[config.mk]
export PLATFORM = sky130hd
export DESIGN_NAME = spypath_array
export DESIGN_NICKNAME = d
export VERILOG_FILES = /design/src/rtl/spypath_array.sv
export SDC_FILE = /design/constraint.sdc
export NUM_CORES = 1
export LEC_CHECK = 0
export ABC_AREA = 0
export BUFFER_PORTS_ARGS = -buffer_cell sky130_fd_sc_hd__buf_2
export CORE_MARGIN = 2
export CORE_UTILIZATION = 50
export DETAILED_ROUTE_END_ITERATION = 12
export PLACE_DENSITY = 0.71
export SETUP_SLACK_MARGIN = 0.3
export SYNTH_ARGS = -nofsm -noshare
export SYNTH_HDL_FRONTEND = slang
export SYNTH_SLANG_ARGS = --single-unit
[constraint.sdc]
create_clock -name clk -period 3.2 [get_ports clk]
set_clock_uncertainty 0.2 [all_clocks]
set_input_delay 0.64 -clock clk [delete_from_list [all_inputs] [get_ports clk]]
set_output_delay 0.64 -clock clk [all_outputs]
set_load 0.02 [all_outputs]
[src/rtl/spypath_array.sv]
// Multi-channel launch/capture delay-chain monitor that counts chain mismatches per channel.
// Optional midpoint payload XOR per chain is compiled in with SPYPATH_HT_INSERT_EN.
module spypath_array #(
  parameter int unsigned CHANNELS = 4,
  parameter int unsigned STAGES   = 32,
  parameter int unsigned CNT_W    = 16
) (
  input  logic                      clk,
  input  logic                      rst_n,
  input  logic                      start,
  input  logic [CNT_W-1:0]          num_trials,
  input  logic [CHANNELS-1:0]       ch_mask,
  input  logic [CHANNELS-1:0]       ht_ctrl,
  output logic                      busy,
  output logic                      done,
  output logic [CHANNELS*CNT_W-1:0] err_cnt,
  output logic                      err_any
);

  localparam logic [2:0] IDLE    = 3'd0;
  localparam logic [2:0] LAUNCH  = 3'd1;
  localparam logic [2:0] CAPTURE = 3'd2;
  localparam logic [2:0] CHECK   = 3'd3;
  localparam logic [2:0] DONE    = 3'd4;

  logic [2:0]          state;
  logic [CNT_W-1:0]    trials_q;
  logic [CNT_W-1:0]    trial_cnt;
  logic [CNT_W-1:0]    trial_nxt;
  logic [CHANNELS-1:0] mask_q;
  logic [CHANNELS-1:0] launch_q;
  logic [CHANNELS-1:0] capture_q;
  logic [CHANNELS-1:0] chain_out;
  logic                accept;

  assign accept    = (state == IDLE) && start;
  assign trial_nxt = trial_cnt + CNT_W'(1);
  assign busy      = (state == LAUNCH) || (state == CAPTURE) || (state == CHECK);
  assign done      = (state == DONE);
  assign err_any   = |err_cnt;

`ifndef SPYPATH_HT_INSERT_EN
  logic unused_ht;
  assign unused_ht = ^ht_ctrl;
`endif

  always_ff @(posedge clk or negedge rst_n) begin
    if (!rst_n) begin
      state     <= IDLE;
      trials_q  <= '0;
      trial_cnt <= '0;
      mask_q    <= '0;
      launch_q  <= '0;
      capture_q <= '0;
    end else begin
      case (state)
        IDLE: begin
          if (start) begin
            trials_q  <= num_trials;
            mask_q    <= ch_mask;
            trial_cnt <= '0;
            state     <= (num_trials == '0) ? DONE : LAUNCH;
          end
        end
        LAUNCH: begin
          launch_q <= ~launch_q;
          state    <= CAPTURE;
        end
        CAPTURE: begin
          capture_q <= chain_out;
          state     <= CHECK;
        end
        CHECK: begin
          trial_cnt <= trial_nxt;
          state     <= (trial_nxt == trials_q) ? DONE : LAUNCH;
        end
        DONE:    state <= IDLE;
        default: state <= IDLE;
      endcase
    end
  end

  for (genvar g = 0; g < CHANNELS; g++) begin : ch
    logic [CNT_W-1:0] cnt_q;

    // Each stage lives in its own scope so every inverter is a distinct kept net.
    for (genvar s = 0; s < STAGES; s++) begin : stg
      logic n_in;
      (* keep = "true" *) logic n;
      if (s == 0) begin : first
        assign n_in = launch_q[g];
      end
`ifdef SPYPATH_HT_INSERT_EN
      else if (s == STAGES / 2) begin : payload
        (* keep = "true" *) logic x;
        assign x    = stg[s-1].n ^ ht_ctrl[g];
        assign n_in = x;
      end
`endif
      else begin : link
        assign n_in = stg[s-1].n;
      end
      assign n = ~n_in;
    end

    assign chain_out[g] = stg[STAGES-1].n;

    always_ff @(posedge clk or negedge rst_n) begin
      if (!rst_n) begin
        cnt_q <= '0;
      end else if (accept) begin
        cnt_q <= '0;
      end else if ((state == CHECK) && mask_q[g] && (capture_q[g] != launch_q[g]) &&
                   (cnt_q != '1)) begin
        cnt_q <= cnt_q + CNT_W'(1);
      end
    end

    assign err_cnt[g*CNT_W +: CNT_W] = cnt_q;
  end

endmodule

==> metrics.log, run 1 <==
[metrics] number of filler cells placed in the layout: 981
[metrics] IO Count: 94
[metrics] starting density of the core: 51.7%
[metrics] largest net degree at the start of global routing: 56
[metrics] power consumption: 5120 uW
[metrics] Worst Setup SP: ch[2].cnt_q[14]$_DFFE_PN0P_
[metrics] number of H-tree branching levels: 3
[metrics] sum of routed wire length over all layers: 13900 um
[metrics] global-route wire length before repair: 23000 um
[metrics] dpl hpwl: 9840 um
[metrics] worst-path fanout max: 4
[metrics] Leak: 0.00313 uW
[metrics] number of buffers inserted during clock tree synthesis: 9
[metrics] relative max-transition margin: 29.1%
[metrics] synthesized instance count: 627
[metrics] CTS clk-pin slew, worst paths: 0.07 ns
[metrics] routed vias/inst: 5.75
[metrics] per-cell routed wire length: 16.1 um
[metrics] worst reg2reg setup slack: 0.59 ns
[metrics] kind of launch point of the worst setup path: flip-flop
[metrics] floorplan die area: 0.0128 sq mm
[metrics] overall overflow remaining after global route: 0
[metrics] largest voltage drop on the vdd net: 0.395 mV
[metrics] violation count after the first detailed-routing iteration: 377
[metrics] fin crit share: 94.3%
[metrics] RSZ-0062 raised after global routing: true
[metrics] met2 wire length: 6450 um
[metrics] class of the most critical setup path: flip-flop to output pin
[metrics] Post-Synthesis Cell Area: 0.00598 sq mm
[metrics] Chip Height: 113 um
[metrics] Final Setup Violations: 0
[metrics] worst slew pin tran: 1.06 ns
[metrics] vias in the first global route: 4682
[metrics] clk buf depth: 2
[metrics] die span in x: 113 um
[metrics] routed wire length on met3: 740 um
[metrics] number of hold-slack violations in the final timing report: 0
[metrics] post-route minimum period: 3.02 ns
[metrics] TritonCTS Sinks: 111
[metrics] number of detailed-routing iterations run before antenna repair: 4
[metrics] CTS tree: done
[metrics] maximum operating frequency: 331 MHz
[metrics] critical path required time: 2.36 ns
[metrics] Post-Route M1 WL: 6420 um
[metrics] final-report max-slew violation count: 0
[metrics] result of the run: complete, no violations
[metrics] number of antenna cells inserted: 0
[metrics] count of hold-fix buffers inserted at cts: 0
[metrics] initial antenna violation count: 0
[metrics] synthesis warning total: 0
[metrics] Critical Path AT: 2.18 ns
[metrics] class of the tightest hold or removal check: primary input to asynchronous set/reset pin
[metrics] site row count: 39
[metrics] area of the core: 0.0116 sq mm
[metrics] IO Port Bufs: 89
[metrics] pwr dens: 743 mW/mm^2
[metrics] post-synthesis net count: 663
[metrics] Post-Route Setup TNS: 0 ns
[metrics] area added between synthesis and finish: 15.3%
[metrics] vias after detailed routing: 4951
[metrics] mean instance size in the synthesized netlist: 9.53 sq um
[metrics] startpoint of the worst-slack reg-to-reg timing path: trial_cnt[0]$_DFFE_PN0P_
[metrics] post-route DRC violation count: 0
[metrics] Routability Congestion: 0.875
[metrics] fraction of final layout cells sized beyond drive strength 1: 21.3%
[metrics] all-layer global routing usage: 22.6%
[metrics] capturing element type of the critical path: output pin
[metrics] number of nets with antenna violations after routing: 0
[metrics] highest signal layer in the routed design: met4
[metrics] max-cap violation count: 0
[metrics] Post-layout nets: 749
[metrics] Clock Latency Late Sink: 0.36 ns
[metrics] clock root buffer: sky130_fd_sc_hd__clkbuf_16
==> sequential cells by signal, summed over array words and instances, names as in the netlist <==
register / cells
capture_q: 4
ch.cnt_q: 64
chain_out: 4
mask_q: 4
state: 3
trial_cnt: 16
trials_q: 16
==> placed cells by master, fill, tap and decap left out, types with 4 or more instances in the layout <==
cell and n:
sky130_fd_sc_hd__buf_2 87, sky130_fd_sc_hd__ha_1 9, sky130_fd_sc_hd__nand4_1 26, sky130_fd_sc_hd__and3_1 20, sky130_fd_sc_hd__and2_1 6, sky130_fd_sc_hd__and4_1 5
sky130_fd_sc_hd__inv_1 18, sky130_fd_sc_hd__buf_4 11, sky130_fd_sc_hd__nor2_1 83, sky130_fd_sc_hd__o21ai_0 36, sky130_fd_sc_hd__xnor2_1 44, sky130_fd_sc_hd__clkinvlp_4 4
sky130_fd_sc_hd__nor3_1 15, sky130_fd_sc_hd__xor2_1 37, sky130_fd_sc_hd__nand2_1 46, sky130_fd_sc_hd__clkbuf_16 9, sky130_fd_sc_hd__mux2_2 24, sky130_fd_sc_hd__nand3_1 27
sky130_fd_sc_hd__nor4_1 21, sky130_fd_sc_hd__nor3b_1 5, sky130_fd_sc_hd__dfrtp_1 109, sky130_fd_sc_hd__a21oi_1 21, sky130_fd_sc_hd__or3_1 12
==> stage by stage <==
stage          cell area, sq um  instances  util, %  worst slack (ns)  hold slack [ns]
3_5_place_dp               6550        842     56.6             0.523            0.304
5_1_grt                    6890        861     59.6             0.126            0.200
4_1_cts                    6880        860     59.5             0.223            0.167
2_1_floorplan              5980        627        -             0.661            0.144
3_3_place_gp               6550        842     56.6             0.536            0.293
6_report                   6890        861     59.6             0.183            0.137
==> path summary, 6_finish.rpt <==
path,end,depth (start not counted)
setup / recovery,err_any,5
setup reg to reg,state[2]$_DFFE_PN0P_,7
hold / removal,ch[3].cnt_q[9]$_DFFE_PN0P_,1
max in group asynchronous,mask_q[3]$_DFFE_PN0P_,2
hold reg to reg,mask_q[3]$_DFFE_PN0P_,1
min in group clk,mask_q[0]$_DFFE_PN0P_,2
==> area by class of cell <==
type	count	area, sq um	share of cell area, %
multi-input combinational	474	3050	44.3
sequential	111	2780	40.3
timing repair buffer	99	529	7.68
clock buffer	12	256	3.72
tap	143	179	2.60
inverter	18	67.6	0.980
clock inverter	4	30.0	0.436
==> power breakdown <==
| group | internal (uW) | switching, uW | leakage [uW] | total, uW |
|---|---|---|---|---|
| Clock | 571 | 524 | 0.000127 | 1100 |
| Sequential | 1760 | 443 | 0.00146 | 2210 |
| Combinational | 800 | 1020 | 0.00154 | 1820 |
==> timing repair <==
item,CTS,global route
hold endpoints to repair,0,0
gates resized for setup,7,1
gates cloned,0,0
buffers inserted,2,1
endpoints found under the setup margin,1,1
==> per-layer routing <==
metal  global-route usage (%)  vias to the layer above
met3                     4.50                       19
met4                     8.86                        0
met2                     35.4                      145
met5                        0                        -
met1                     31.1                     2403
li1                         -                     2384
==> worst max-delay path, cell delays in order (launching register included) <==
cell	delay (ns)
sky130_fd_sc_hd__dfrtp_1	0.42
sky130_fd_sc_hd__or4_1	0.52
sky130_fd_sc_hd__nor2_1	0.14
sky130_fd_sc_hd__nand3_1	0.13
sky130_fd_sc_hd__or4_4	0.46
sky130_fd_sc_hd__buf_6	0.15
(Power assumes the default switching activity.)
==> run 2: changes to the inputs <==
--- a/config.mk
+++ b/config.mk
@@ -11,6 +11,7 @@
 export CORE_UTILIZATION = 50
 export DETAILED_ROUTE_END_ITERATION = 12
 export PLACE_DENSITY = 0.71
+export REMOVE_ABC_BUFFERS = 1
 export SETUP_SLACK_MARGIN = 0.3
 export SYNTH_ARGS = -nofsm -noshare
 export SYNTH_HDL_FRONTEND = slang
==> run 2 against run 1 <==
Routed wire length down 1.3%; first-iteration DRC count up 5.6%; combinational power up 4%; sequential share of layout area down 0.28 points; final area up 0.78%; flip-flop and latch count unchanged; register-to-register slack better by 0.03 ns; core utilization up 0.47 points; clock power down 6%; critical path type unchanged; critical endpoint unchanged.
==> metrics.log, run 2 (synthesis gave the netlist of run 1 again) <==
[metrics] Critical Path AT: 2.10 ns
[metrics] power consumption: 5110 uW
[metrics] post-route minimum period: 2.94 ns
[metrics] TritonCTS Sinks: 111
[metrics] number of nets with antenna violations after routing: 0
[metrics] routed vias/inst: 5.69
[metrics] number of antenna cells inserted: 0
[metrics] area of the core: 0.0116 sq mm
[metrics] worst-path fanout max: 5
[metrics] number of buffers inserted during clock tree synthesis: 9
[metrics] largest net degree at the start of global routing: 48
[metrics] count of hold-fix buffers inserted at cts: 0
[metrics] Largest register FFs: 64
[metrics] relative max-transition margin: 51.8%
[metrics] capturing element type of the critical path: output pin
[metrics] per-cell routed wire length: 15.8 um
[metrics] maximum operating frequency: 341 MHz
[metrics] fin crit share: 91.8%
[metrics] floorplan die area: 0.0128 sq mm
[metrics] clock root buffer: sky130_fd_sc_hd__clkbuf_16
[metrics] number of cells in the design after placement: 843
[metrics] Leak: 0.00316 uW
[metrics] site row count: 39
[metrics] number of H-tree branching levels: 3
[metrics] dpl hpwl: 9850 um
[metrics] starting density of the core: 51.7%
[metrics] largest voltage drop on the vdd net: 0.422 mV
[metrics] IO Port Bufs: 89
[metrics] Routability Congestion: 0.881
[metrics] Final Setup Violations: 0
[metrics] critical path required time: 2.36 ns
[metrics] worst slew pin tran: 0.721 ns
[metrics] Clock Latency Late Sink: 0.35 ns
[metrics] violation count after the first detailed-routing iteration: 398
[metrics] kind of launch point of the worst setup path: flip-flop
[metrics] number of detailed-routing iterations run before antenna repair: 6
[metrics] Post-layout nets: 756
[metrics] overall overflow remaining after global route: 0
[metrics] fraction of final layout cells sized beyond drive strength 1: 22.9%
[metrics] initial antenna violation count: 0
[metrics] area added between synthesis and finish: 16.2%
[metrics] post-route DRC violation count: 0
[metrics] Non-Filler Instances: 868
[metrics] leading cell type in the layout, fill and taps excluded: sky130_fd_sc_hd__dfrtp_1
[metrics] RSZ-0062 raised after global routing: true
[metrics] class of the tightest hold or removal check: primary input to asynchronous set/reset pin
[metrics] Reg with most FFs: ch.cnt_q
[metrics] depth of the worst register-to-register path: 6
[metrics] IO Count: 94
[metrics] vias after detailed routing: 4943
[metrics] commonest non-fill, non-tap cells in the layout: 107 x sky130_fd_sc_hd__dfrtp_1, 87 x sky130_fd_sc_hd__buf_2, 83 x sky130_fd_sc_hd__nor2_1
[metrics] CTS clk-pin slew, worst paths: 0.07 ns
[metrics] pwr dens: 736 mW/mm^2
[metrics] sum of routed wire length over all layers: 13700 um
[metrics] clk buf depth: 2
[metrics] all-layer global routing usage: 22.9%
[metrics] die span in x: 113 um
[metrics] CTS tree: done
[metrics] global-route wire length before repair: 23700 um
[metrics] number of hold-slack violations in the final timing report: 0
[metrics] class of the most critical setup path: flip-flop to output pin
[metrics] max-cap violation count: 0
[metrics] result of the run: complete, no violations
[metrics] Util after Layout: 60.1%
[metrics] Chip Height: 113 um
[metrics] Largest regs: ch.cnt_q x64, trial_cnt x16, trials_q x16
[metrics] vias in the first global route: 4800
[metrics] final-report max-slew violation count: 0
-- run 2: cell types whose count changed in the layout (fill, tap and decap cells not counted), moves of 2 or more --
cell / delta
sky130_fd_sc_hd__buf_4: +6
sky130_fd_sc_hd__inv_1: -4
sky130_fd_sc_hd__inv_2: +4
sky130_fd_sc_hd__clkbuf_1: +3
sky130_fd_sc_hd__clkinvlp_4: -3
sky130_fd_sc_hd__dfrtp_1: -2
sky130_fd_sc_hd__dfrtp_2: +2
sky130_fd_sc_hd__ha_1: -2
sky130_fd_sc_hd__ha_2: +2
-- run 2: critical path, cell delays in order, from the launching register on --
cell	delay (ns)
sky130_fd_sc_hd__dfrtp_1	0.44
sky130_fd_sc_hd__inv_1	0.08
sky130_fd_sc_hd__ha_1	0.15
sky130_fd_sc_hd__nor4b_1	0.24
sky130_fd_sc_hd__nand3_1	0.13
sky130_fd_sc_hd__or4_4	0.56
sky130_fd_sc_hd__buf_6	0.15
-- run 2: report_power, final --
part / leakage, uW / switching (uW) / internal (uW) / total [uW]
Combinational: 0.00157 / 1060 / 841 / 1900
Clock: 0.000127 / 479 / 553 / 1030
Sequential: 0.00146 / 417 / 1770 / 2180
-- run 2: path summary, 6_finish.rpt --
path,start,endpoint,slack (ns)
min in group clk,mask_q[3]$_DFFE_PN0P_,mask_q[3]$_DFFE_PN0P_,0.30
max,ch[1].cnt_q[0]$_DFFE_PN0P_,err_any,0.26
max in group asynchronous,rst_n,trial_cnt[13]$_DFFE_PN0P_,1.96
min reg2reg,mask_q[3]$_DFFE_PN0P_,mask_q[3]$_DFFE_PN0P_,0.30
max reg2reg,trial_cnt[0]$_DFFE_PN0P_,state[0]$_DFFE_PN0P_,0.62
min,rst_n,ch[0].cnt_q[3]$_DFFE_PN0P_,0.1
-- run 2: stage by stage --
| stage | worst slack, ns | setup TNS (ns) | hold slack [ns] | instance area (sq um) |
|---|---|---|---|---|
| detailed placement | 0.456 | 0 | 0.295 | 6570 |
| floorplan | -6.69 | -520.05 | 0.144 | 5870 |
| global placement | 0.505 | 0 | 0.288 | 6570 |
| global route | 0.133 | 0 | 0.128 | 6950 |
| CTS | 0.249 | 0 | 0.116 | 6940 |
| finish | 0.264 | 0 | 0.0992 | 6950 |
-- run 2: what timing repair did --
action / 4_1_cts / 5_1_grt
setup endpoints to repair: 1 / 1
buffers inserted: 8 / 1
resized for setup: 14 / 2
pin swaps: 7 / 1
-- run 2: area by class of cell --
| class | count | area (sq um) |
|---|---|---|
| Fill cell | 1015 | 4620 |
| Multi-Input combinational cell | 474 | 3050 |
| Sequential cell | 111 | 2780 |
| Timing Repair Buffer | 106 | 594 |
| Clock buffer | 14 | 254 |
| Tap cell | 143 | 179 |
| Inverter | 18 | 67.6 |
| Clock inverter | 2 | 16.3 |
-- run 2: routing by layer --
layer | track usage (%) | part of all wire [%] | vias to the layer above
met5 | 0 | 0 | -
met2 | 39.0 | 50 | 132
li1 | - | - | 2395
met4 | 5.28 | 1.2 | 0
met1 | 30.1 | 44 | 2405
met3 | 4.82 | 4.7 | 11
